$ cat src/rtl/xor_gate.sv
// Bitwise XOR cell with an optional output register and a saturating counter
// of cycles in which the operands differ.
module xor_gate #(
  parameter int unsigned WIDTH        = 1,
  parameter int unsigned REGISTER_OUT = 0,
  parameter int unsigned CNT_W        = 16
) (
  input  logic             clk,
  input  logic             rst_n,
  input  logic [WIDTH-1:0] in_a,
  input  logic [WIDTH-1:0] in_b,
  input  logic             cnt_clr,
  output logic [WIDTH-1:0] out,
  output logic [CNT_W-1:0] diff_cnt,
  output logic             diff_any
);

  logic [WIDTH-1:0] w_x;
  logic [CNT_W-1:0] w_cnt_d;
  logic [CNT_W-1:0] r_cnt;

  assign w_x      = in_a ^ in_b;
  assign diff_any = |w_x;

  if (REGISTER_OUT != 0) begin : g_reg_out
    logic [WIDTH-1:0] r_out;

    always_ff @(posedge clk) begin
      if (!rst_n) begin
        r_out <= '0;
      end else begin
        r_out <= w_x;
      end
    end

    assign out = r_out;
  end else begin : g_comb_out
    assign out = w_x;
  end

  // Clear wins over counting; the count sticks at all-ones instead of wrapping.
  always_comb begin
    w_cnt_d = r_cnt;
    if (cnt_clr) begin
      w_cnt_d = '0;
    end else if (diff_any && (r_cnt != {CNT_W{1'b1}})) begin
      w_cnt_d = r_cnt + 1'b1;
    end
  end

  always_ff @(posedge clk) begin
    if (!rst_n) begin
      r_cnt <= '0;
    end else begin
      r_cnt <= w_cnt_d;
    end
  end

  assign diff_cnt = r_cnt;

endmodule

$ cat config.mk
export PLATFORM = sky130hd
export DESIGN_NAME = xor_gate
export DESIGN_NICKNAME = d
export VERILOG_FILES = /design/src/rtl/xor_gate.sv
export SDC_FILE = /design/constraint.sdc
export NUM_CORES = 1
export LEC_CHECK = 0
export CORE_MARGIN = 2
export CORE_UTILIZATION = 49
export CTS_CLUSTER_DIAMETER = 200
export DETAILED_ROUTE_END_ITERATION = 10
export GPL_TIMING_DRIVEN = 0
export PLACE_DENSITY_LB_ADDON = 0.3
export REMOVE_ABC_BUFFERS = 1
export SLEW_MARGIN = 40
export SYNTH_ARGS = -nofsm -noshare
export SYNTH_HDL_FRONTEND = slang
export SYNTH_SLANG_ARGS = --single-unit
export TNS_END_PERCENT = 50
$ cat constraint.sdc
create_clock -name clk -period 3.5 [get_ports clk]
set_clock_uncertainty 0.2 [all_clocks]
set_input_delay 0.35 -clock clk [delete_from_list [all_inputs] [get_ports clk]]
set_output_delay 0.35 -clock clk [all_outputs]
set_load 0.01 [all_outputs]
==> Yosys cells after proc, flatten, opt, wreduce, memory -nomap -nowiden <==
Index checks and enable logic that the tools add are counted.
{ "classes": {"add_sub_neg": 1, "eq_ne": 1, "bitwise": 2, "reduce_logical": 2} }
{ "op_table": {"columns": ["op", "n"], "rows": [
  ["$add 16x1->16 const B", 1],
  ["$ne 16x16->1 const B", 1],
  ["$reduce_or 2->1", 1],
  ["$logic_and 1x1->1", 1],
  ["$not 1->1", 1],
  ["$xor 1x1->1", 1]
]} }
{ "word_totals": {"ff_bits": 16, "input_bits": 5, "out_inout_bits": 18, "elab_cells": 7} }

==> Longest topological paths before layout <==
{ "logic_depth": {"depth_word": 2, "ltp_mapped": 5, "ltp_nobuf": 5} }

==> Worst setup path before layout <==
Ideal clock, no wire load.
{ "synth_timing": {"path_type": "register to register", "startpoint": "register r_cnt[0], in the netlist diff_cnt[0]", "endpoint": "register r_cnt[11], in the netlist diff_cnt[11]", "t_arrival_ns": 1.717, "slack_ns": 1.451, "stages_incl_launch_ff": 6, "n_path_buf": 0, "synth_period_minus_slack_ns": 2.049, "path_cell_list": "dfxtp_1 > ha_1 > nand4_1 > o31ai_1 > or3_2 > a21oi_1"} }
{ "synth_via": {"elab_chain_len": 2} }
{ "synth_lines": {"columns": ["item", "line", "rtl"], "rows": [
  ["from (decl)", "20", "logic [CNT_W-1:0] r_cnt;"],
  ["from (signal assigned)", "55", "r_cnt <= w_cnt_d;"],
  ["parallel branches: the longest is 2 deep, another holds $add 16x1->16", null, null]
]} }
Several ways; the timed one is not identified.
A chain may end at the register's enable or synchronous reset.

==> Worst setup path after layout <==
{ "layout_timing": {"startpoint": "input in_b", "endpoint": "output out"} }
{ "layout_via": {"elab_chain_len": 1} }
{ "layout_lines": {"columns": ["item", "line", "rtl"], "rows": [
  ["from (decl)", "11", "input logic [WIDTH-1:0] in_b,"],
  ["$xor 1x1->1", "22", "assign w_x = in_a ^ in_b;"],
  ["to (decl)", "13", "output logic [WIDTH-1:0] out,"]
]} }
Every way passes these cells.

==> impl_metrics.toml <==
[final_layout]
fillers = 141
multiInputGateArea_sq_um = 488
layout-drive-gt1-share_pct = 7.38
final_cells = 138
syn_to_final_growth_pct = 34.6
fin_area_sq_um = 1100
largest_register_ffs = 16
diodes = 0
seq_area_sq_um = 320
nNetsFinal = 129
fin_util_pct = 71.9

[yosys]
yosysWarnings = 0
yosys-top-cells-count = "dfxtp_1 (16), a21oi_1 (9), nand2_1 (8), nand3_1 (7)"
ys.flop_type = "dfxtp_1"
async_reset_ff_share_pct = 0
ys_seq_area_share_pct = 39.3
synth_top_area_cell = "dfxtp_1"
synth_edf_count = 0
synth_seq_cells = 16
synth_area_leaders = "dfxtp_1 (39%), a21oi_1 (5.5%), o31ai_1 (4.6%)"
synth_area_sq_um = 815
synth_top_area_share_pct = 39.3
synthMostInstantiatedCell = "dfxtp_1"
synth.distinct_cells = 30
syn_inst = 98
avgSynthCellArea_sq_um = 8.31

[detailed_routing]
wl_per_cell_microns = 14.0
drt_first_pass_iters = 4
postRouteAntennaNets = 0
remaining_drc_errors = 0
first_iter_violations = 21
viasPerCell = 6.23
dr_total_vias = 860
wirelength_mm = 1.93

[floorplanning]
ioPinCount = 23
rows = 14
start_util_pct = 53.4
dieArea_sq_um = 2000
core_region_area_sq_um = 1520
die_height_microns = 44.8
dieWidth_microns = 44.8

[global_route]
antenna_found_initial = 0
grtUsageTotal_pct = 22.0
grt_pass1_wl_mm = 3.28
grt_overflow = 0
grt_max_degree = 15
grt_pass1_vias = 794

[power_and_ir_drop]
pwr-share-clk_pct = 37.0
p_int_uw = 261
p_leak_nw = 0.347
seq_power_share_pct = 54.2
power.total_uw = 340
p_sw_uw = 79.2
vdd_drop_max_v = 0.000262
powerDensity_nw_per_um2 = 310
comb_power_share_pct = 8.8
swShare_pct = 23.3

[sta]
hold_slack_ns = 0.315
rsz0062_at_grt = "false"
max_freq_mhz = 401
worst_slack_ns = 1.00
fin_crit_sh_pct = 71.3
report.final.slew_viol_count = 0
worst_pin_slew_ns = 0.630
setup_viol = 0
min_period_ns = 2.50
setup_tns_ns = 0
relSlewSlack_pct = 57.7
finalHoldViolCount = 0

[critical_path]
cp-start-kind = "input pin"
cp_data_required_time_ns = 2.95
critical_path_class = "in -> out"
critPathArrivalTime_ns = 1.95
critPathCaptureType = "output port"
cp_max_fo = 5

[clock_network]
clk_path_buf_depth = 2
cts_resized = 0
cts-root-buf = "clkbuf_4"
hold_buffers = 0
clk_pin_slew_ns = 0.10
cts_max_level = 1
cts_sinks = 16
numCtsBuffers = 3
clock_latency_ns = 0.29
cts_tree = "yes"
postCtsSetupRepairBufs = 0

[place]
io_buffers = 22
hpwl_mm = 1.36
finalWeightedCongestion = 0.805
dp.cells = 134
dp_slack_ns = 1.02
dpl_cell_area_sq_um = 1050

[flow_run]
maxCapViolCount = 0

[min_path]
hold_class = "reg -> reg"

[run_status]
status = "complete, no violations"
cells in the final DEF, fill, tap and decap left out, types with 4 or more instances in the layout:
cell / count
o21ai_0: 5
clkdlybuf4s50_1: 22
nand3_1: 7
a21oi_1: 9
nand4_1: 4
nor2_1: 6
nand2_1: 8
dfxtp_1: 16
nor3_1: 6
or4_1: 5
o31ai_1: 4
critical path: stages:
cell and delay (ns):
clkdlybuf4s50_1 0.41, xnor2_1 0.43, inv_1 0.23, clkdlybuf4s50_1 0.53
power groups by stage:
stage                     clock network [mW]  registers, mW  logic, mW
after floorplan                            0          0.189     0.0132
after detailed placement                   0          0.189     0.0284
after CTS                              0.127          0.184     0.0288
final                                  0.126          0.184     0.0301
after global placement                     0          0.189     0.0280
after global routing                   0.133          0.185     0.0329
cells by family after synthesis:
family	synth area share, %
xor+xnor	2.15
simple gates	34.3
fa+ha+maj	1.54
compound gates	18.7
buf+inv	2.76
flops	39.3
mux	1.23
cell type report:
cell class / count / area share [%]
multi-input combinational: 77 / 44.5
inverter: 3 / 1.03
sequential: 16 / 29.2
timing repair buffer: 22 / 20.1
tap: 16 / 1.83
clock buffer: 4 / 3.31
per-layer routing:
| metal | track usage (%) | vias up | share of wire, % |
|---|---|---|---|
| met5 | 0 | - | 0 |
| met4 | 12.4 | 0 | 1.8 |
| met3 | 2.40 | 5 | 3.1 |
| met2 | 35.9 | 22 | 49 |
| met1 | 28.1 | 413 | 46 |
| li1 | - | 420 | - |
final timing paths:
| check | start | slack (ns) | to | cells past startpoint |
|---|---|---|---|---|
| hold / removal | diff_cnt[15]$_SDFFE_PP0P_ | 0.31 | diff_cnt[15]$_SDFFE_PP0P_ | 2 |
| setup / recovery | in_b | 1.00 | out | 4 |
| setup reg to reg | diff_cnt[1]$_SDFFE_PP0P_ | 1.35 | diff_cnt[13]$_SDFFE_PP0P_ | 5 |
| hold reg to reg | diff_cnt[15]$_SDFFE_PP0P_ | 0.31 | diff_cnt[15]$_SDFFE_PP0P_ | 2 |
No activity file was read; power rests on OpenSTA's default activity.
